==> src/rtl/lucknow_mem_pkg.sv <==
// Shared types and constants for the memory arbiter.
package lucknow_mem_pkg;

    typedef enum logic [1:0] {
        IDLE   = 2'd0,
        ACCESS = 2'd1,
        RESP   = 2'd2
    } state_t;

    localparam logic REQ_FETCH = 1'b0;
    localparam logic REQ_DATA  = 1'b1;

    // Byte address to word index shift.
    localparam int unsigned WORD_SHIFT = 2;

endpackage

==> src/rtl/rr_arbiter2.sv <==
// Two-input round-robin grant; the requester that did not win last time wins a tie.
module rr_arbiter2 (
    input  logic [1:0] valid,
    input  logic       last,
    output logic [1:0] grant
);

    // One-hot grant from the valids and the last winner.
    always_comb begin
        grant    = 2'b00;
        grant[0] = valid[0] && (!valid[1] || last);
        grant[1] = valid[1] && (!valid[0] || !last);
    end

endmodule

==> src/rtl/mem_arbiter.sv <==
// Shares a single-port word memory between instruction fetch (req0) and load/store (req1).
module mem_arbiter #(
    parameter int unsigned WORDS      = 64,
    parameter int unsigned DATA_WIDTH = 32
) (
    input  logic                  clk,
    input  logic                  rst,
    input  logic                  req0_valid,
    output logic                  req0_ready,
    input  logic [DATA_WIDTH-1:0] req0_addr,
    input  logic                  req1_valid,
    output logic                  req1_ready,
    input  logic [DATA_WIDTH-1:0] req1_addr,
    input  logic [DATA_WIDTH-1:0] req1_wdata,
    input  logic                  req1_we,
    output logic                  rsp_valid,
    output logic                  rsp_id,
    output logic [DATA_WIDTH-1:0] rsp_rdata,
    output logic                  rsp_err,
    input  logic                  rsp_ready,
    output logic [DATA_WIDTH-1:0] mem_addr,
    output logic [DATA_WIDTH-1:0] mem_wdata,
    output logic                  mem_write,
    input  logic [DATA_WIDTH-1:0] mem_rdata
);

    import lucknow_mem_pkg::*;

    localparam int unsigned WORD_W = DATA_WIDTH - WORD_SHIFT;

    state_t                  state;
    state_t                  next_state;
    logic                    rr_last;
    logic [1:0]              grant;
    logic                    hs;
    logic                    hs_id;
    logic                    we_q;
    logic                    ok_q;
    logic [DATA_WIDTH-1:0]   sel_addr;
    logic [DATA_WIDTH-1:0]   sel_wdata;
    logic                    sel_we;
    logic                    sel_ok;
    logic [WORD_W-1:0]       sel_word;

    rr_arbiter2 u_rr (
        .valid ({req1_valid, req0_valid}),
        .last  (rr_last),
        .grant (grant)
    );

    // State register.
    always_ff @(posedge clk or posedge rst) begin
        if (rst) begin
            state <= IDLE;
        end else begin
            state <= next_state;
        end
    end

    // Next state and handshake readies; only the IDLE winner sees ready.
    always_comb begin
        next_state = state;
        req0_ready = 1'b0;
        req1_ready = 1'b0;
        hs         = 1'b0;
        hs_id      = REQ_FETCH;
        case (state)
            IDLE: begin
                if (!rst && (grant != 2'b00)) begin
                    req0_ready = grant[0];
                    req1_ready = grant[1];
                    hs         = 1'b1;
                    hs_id      = grant[1] ? REQ_DATA : REQ_FETCH;
                    next_state = ACCESS;
                end
            end
            ACCESS: next_state = RESP;
            RESP: begin
                if (rsp_ready) begin
                    next_state = IDLE;
                end
            end
            default: next_state = IDLE;
        endcase
    end

    // Mux the winning request and check alignment and range.
    always_comb begin
        sel_addr  = (hs_id == REQ_DATA) ? req1_addr : req0_addr;
        sel_wdata = (hs_id == REQ_DATA) ? req1_wdata : '0;
        sel_we    = (hs_id == REQ_DATA) && req1_we;
        sel_word  = sel_addr[DATA_WIDTH-1:WORD_SHIFT];
        sel_ok    = (sel_addr[WORD_SHIFT-1:0] == '0) && (sel_word < WORD_W'(WORDS));
    end

    // Latch the transaction, drive the memory for one ACCESS cycle, then hold the response.
    always_ff @(posedge clk or posedge rst) begin
        if (rst) begin
            rr_last   <= 1'b1;
            we_q      <= 1'b0;
            ok_q      <= 1'b0;
            mem_addr  <= '0;
            mem_wdata <= '0;
            mem_write <= 1'b0;
            rsp_valid <= 1'b0;
            rsp_id    <= REQ_FETCH;
            rsp_rdata <= '0;
            rsp_err   <= 1'b0;
        end else begin
            mem_write <= 1'b0;
            if (hs) begin
                rr_last   <= hs_id;
                we_q      <= sel_we;
                ok_q      <= sel_ok;
                mem_addr  <= sel_addr;
                mem_wdata <= sel_wdata;
                mem_write <= sel_we && sel_ok;
            end
            if (state == ACCESS) begin
                rsp_valid <= 1'b1;
                rsp_id    <= rr_last;
                rsp_err   <= !ok_q;
                rsp_rdata <= (ok_q && !we_q) ? mem_rdata : '0;
            end else if ((state == RESP) && rsp_ready) begin
                rsp_valid <= 1'b0;
            end
        end
    end

endmodule

==> config.mk <==
export PLATFORM = sky130hd
export DESIGN_NAME = mem_arbiter
export DESIGN_NICKNAME = d
export VERILOG_FILES = /design/src/rtl/lucknow_mem_pkg.sv /design/src/rtl/rr_arbiter2.sv /design/src/rtl/mem_arbiter.sv
export SDC_FILE = /design/constraint.sdc
export NUM_CORES = 1
export LEC_CHECK = 0
export ABC_AREA = 1
export CAP_MARGIN = 20
export CORE_ASPECT_RATIO = 1.1
export CORE_MARGIN = 1
export CORE_UTILIZATION = 39
export DETAILED_ROUTE_END_ITERATION = 10
export HOLD_SLACK_MARGIN = 0.03
export PLACE_DENSITY_LB_ADDON = 0.1
export RECOVER_POWER = 50
export SYNTH_ARGS = -nofsm -noshare
export SYNTH_HDL_FRONTEND = slang
export SYNTH_SLANG_ARGS = --single-unit
==> constraint.sdc <==
create_clock -name clk -period 6.2 [get_ports clk]
set_input_delay 1.24 -clock clk [delete_from_list [all_inputs] [get_ports clk]]
set_output_delay 1.24 -clock clk [all_outputs]
set_load 0.005 [all_outputs]
==> flow_metrics.tcl <==
set metrics [dict create \
    run_status "finished with violations" \
    failed_checks "capacitance limit, slew limit" \
    insertion_delay_ns 0.34 \
    drt_iter0_markers 201 \
    postCtsHoldBufs 0 \
    grt_util_all_layers 0.220 \
    fmaxAchievable_ghz 0.207 \
    max-clock-path-buffers 2 \
    timing.final.max_slew_violations 68 \
    first_drt_pass_iteration_count 4 \
    grt_pass1_wl_um 20300 \
    avgSynthCellArea_um2 9.92 \
    initial_utilization 0.403 \
    routed_wire_length_per_instance_um 15.8 \
    hpwlAfterDp_um 9410 \
    placement_rows 40 \
    netlist_cell_types 24 \
    antenna_left 0 \
    max-slew-margin-rel -0.0656 \
    insertedDiodeCount 0 \
    numCtsBuffers 9 \
    cts_max_level 3 \
    die_height_um 114 \
    design.core.area_um2 11000 \
    crit_path_start_kind "input pin" \
    die_ar_um2 11800 \
    cap_violations 1 \
    share_of_synthesized_flip_flops_with_an_asynchronous_set_or_reset 1.00 \
    total_power_mw 2.37 \
    stdcell_area_um2 7180 \
    post-cts-setup-buffer-count 0 \
    timing.critical_path.required_ns 4.96 \
    number_of_remaining_drc_errors 0 \
    setup_total_negative_slack_ns 0 \
    cp-end-kind "output port" \
    setup_ws_ns 1.36 \
    hold_ws_ns 0.479 \
    place_congestion 0.819 \
    yosys_warnings 0 \
    syn_to_final_growth_pct 61.9 \
    grt_start_max_net_pins 85 \
    finalHoldViolCount 0 \
    tritoncts "done" \
    pre_cts_ws_ns 2.09 \
    grt_antenna_before_repair 0 \
    timing.hold.worst.class "reg -> reg" \
    nNetsFinal 803 \
    clk_pin_slew_ns 0.07 \
    layout.cells.most_common_list "clkdlybuf4s50_1 (219), nand2_1 (135), dfrtp_1 (104)" \
    postSynthRegisterBits 105 \
    synth_flop_cell "dfrtp_1" \
    final-seq-area_um2 2630 \
    netlist_instances 447 \
    max-vdd-ir-drop_uv 177 \
    timing.setup.critical_path_class "in -> out" \
    clock-sinks 105 \
    layout_commonest_cell "clkdlybuf4s50_1" \
    synth_area_um2 4430 \
    ctsResizeCount 0 \
    synth_edf_count 0 \
    critPathMaxFanout 23 \
    power.density_nw_per_um2 330 \
    crit_arrival_ns 3.60 \
    clock_skew_ns 0.00475 \
    rsz0062_at_grt "false" \
    io-pin-count 236 \
    finalNonFillerCells 821 \
    transition_time_at_the_pin_with_the_least_slew_margin_ns 1.60 \
    detail_route.vias_per_cell 4.99 \
    die-width_um 104 \
    layout_worst_path_cycle_share 0.780 \
    number_of_cells_after_detailed_placement 804 \
    via_count 4094 \
    drive_gt1_frac 0.0534 \
    clock-root-buffer "clkbuf_16" \
    leakagePower_nw 3.33 \
    multi_input_area_um2 1520 \
    final_core_utilization 0.652 \
    placement.io_buffers 235 \
    seq_total_area_yosys 0.593 \
    dpl_cell_area_um2 6870 \
    final-setup-viol-count 0 \
    synth_nets 581 \
    finalWirelength_um 13000 \
    n_fill_cell 961 \
    first_global_vias 4000 \
    period_minus_slack_ns 4.84 \
    globalRouteOverflowTotal 0 \
]
synth_stat cells, types with 2 or more instances:
library cell / number / share of area
o21ai_0: 33 / 0.037
buf_2: 9 / 0.010
nor2_4: 2 / 0.0051
a32o_1: 32 / 0.072
o21bai_1: 3 / 0.0051
nand2_2: 7 / 0.0099
inv_1: 33 / 0.028
nand3_1: 4 / 0.0045
nor2_1: 21 / 0.018
nor2_2: 2 / 0.0028
o21ai_1: 3 / 0.0034
buf_6: 2 / 0.0051
nand2_1: 135 / 0.11
inv_2: 2 / 0.0017
dfrtp_1: 104 / 0.59
a22o_1: 32 / 0.063
clkbuf_1: 16 / 0.014
logic make-up after synthesis:
| kind of cell | count (synthesis) | synth area share |
|---|---|---|
| and+or+nand+nor | 172 | 0.157 |
| DFF | 105 | 0.593 |
| buffers and inverters | 65 | 0.0660 |
| AOI/OAI and AO/OA | 105 | 0.184 |
flip-flops by register name (all words and copies together), names as in the netlist:
register	count
state	2
rsp_rdata	32
rr_last	1
ok_q	1
we_q	1
mem_write	1
rsp_err	1
rsp_id	1
mem_wdata	32
mem_addr	32
rsp_valid	1
power by group:
| group | switching [mW] | internal [mW] | total (mW) |
|---|---|---|---|
| clock | 0.258 | 0.358 | 0.616 |
| sequential | 0.103 | 0.860 | 0.963 |
| combinational | 0.326 | 0.463 | 0.788 |
| total | 0.686 | 1.68 | 2.37 |
cell type report:
type,count,share of cell area
Clock buffer,9,0.0314
Sequential cell,105,0.366
Inverter,36,0.0193
Tap cell,147,0.0256
Timing Repair Buffer,240,0.331
Multi-Input combinational cell,277,0.212
Clock inverter,7,0.0143
routing by layer:
layer | up-vias | routed length, um | track usage | share of wire
met3 | 8 | 1040 | 0.0663 | 0.080
met4 | 0 | 136 | 0.0714 | 0.011
li1 | 1946 | - | - | -
met1 | 1967 | 5290 | 0.269 | 0.41
met5 | - | 0 | 0 | 0
met2 | 173 | 6480 | 0.377 | 0.50
worst max-delay path, cell delays in order:
cell and delay [ns]:
clkdlybuf4s50_1 0.56, clkinvlp_2 0.81, nand2_2 0.45, nor2_4 0.05, clkdlybuf4s50_1 0.49
worst paths after layout:
check / slack [ns] / depth (start not counted) / endpoint / startpoint
min in group asynchronous: 1.50 / 2 / mem_wdata[30]$_DFFE_PP0P_ / rst
worst max register to register: 3.06 / 5 / rsp_rdata[6]$_DFFE_PP0P_ / state[1]$_DFFE_PP0P_
worst max-delay path: 1.36 / 5 / req1_ready / rst
worst min-delay path: 0.48 / 2 / mem_addr[15]$_DFFE_PP0P_ / mem_addr[15]$_DFFE_PP0P_
worst min register to register: 0.48 / 2 / mem_addr[15]$_DFFE_PP0P_ / mem_addr[15]$_DFFE_PP0P_
max in group asynchronous: 1.85 / 4 / mem_addr[31]$_DFFE_PP0P_ / rst
Power figures use the tool's default switching activity.
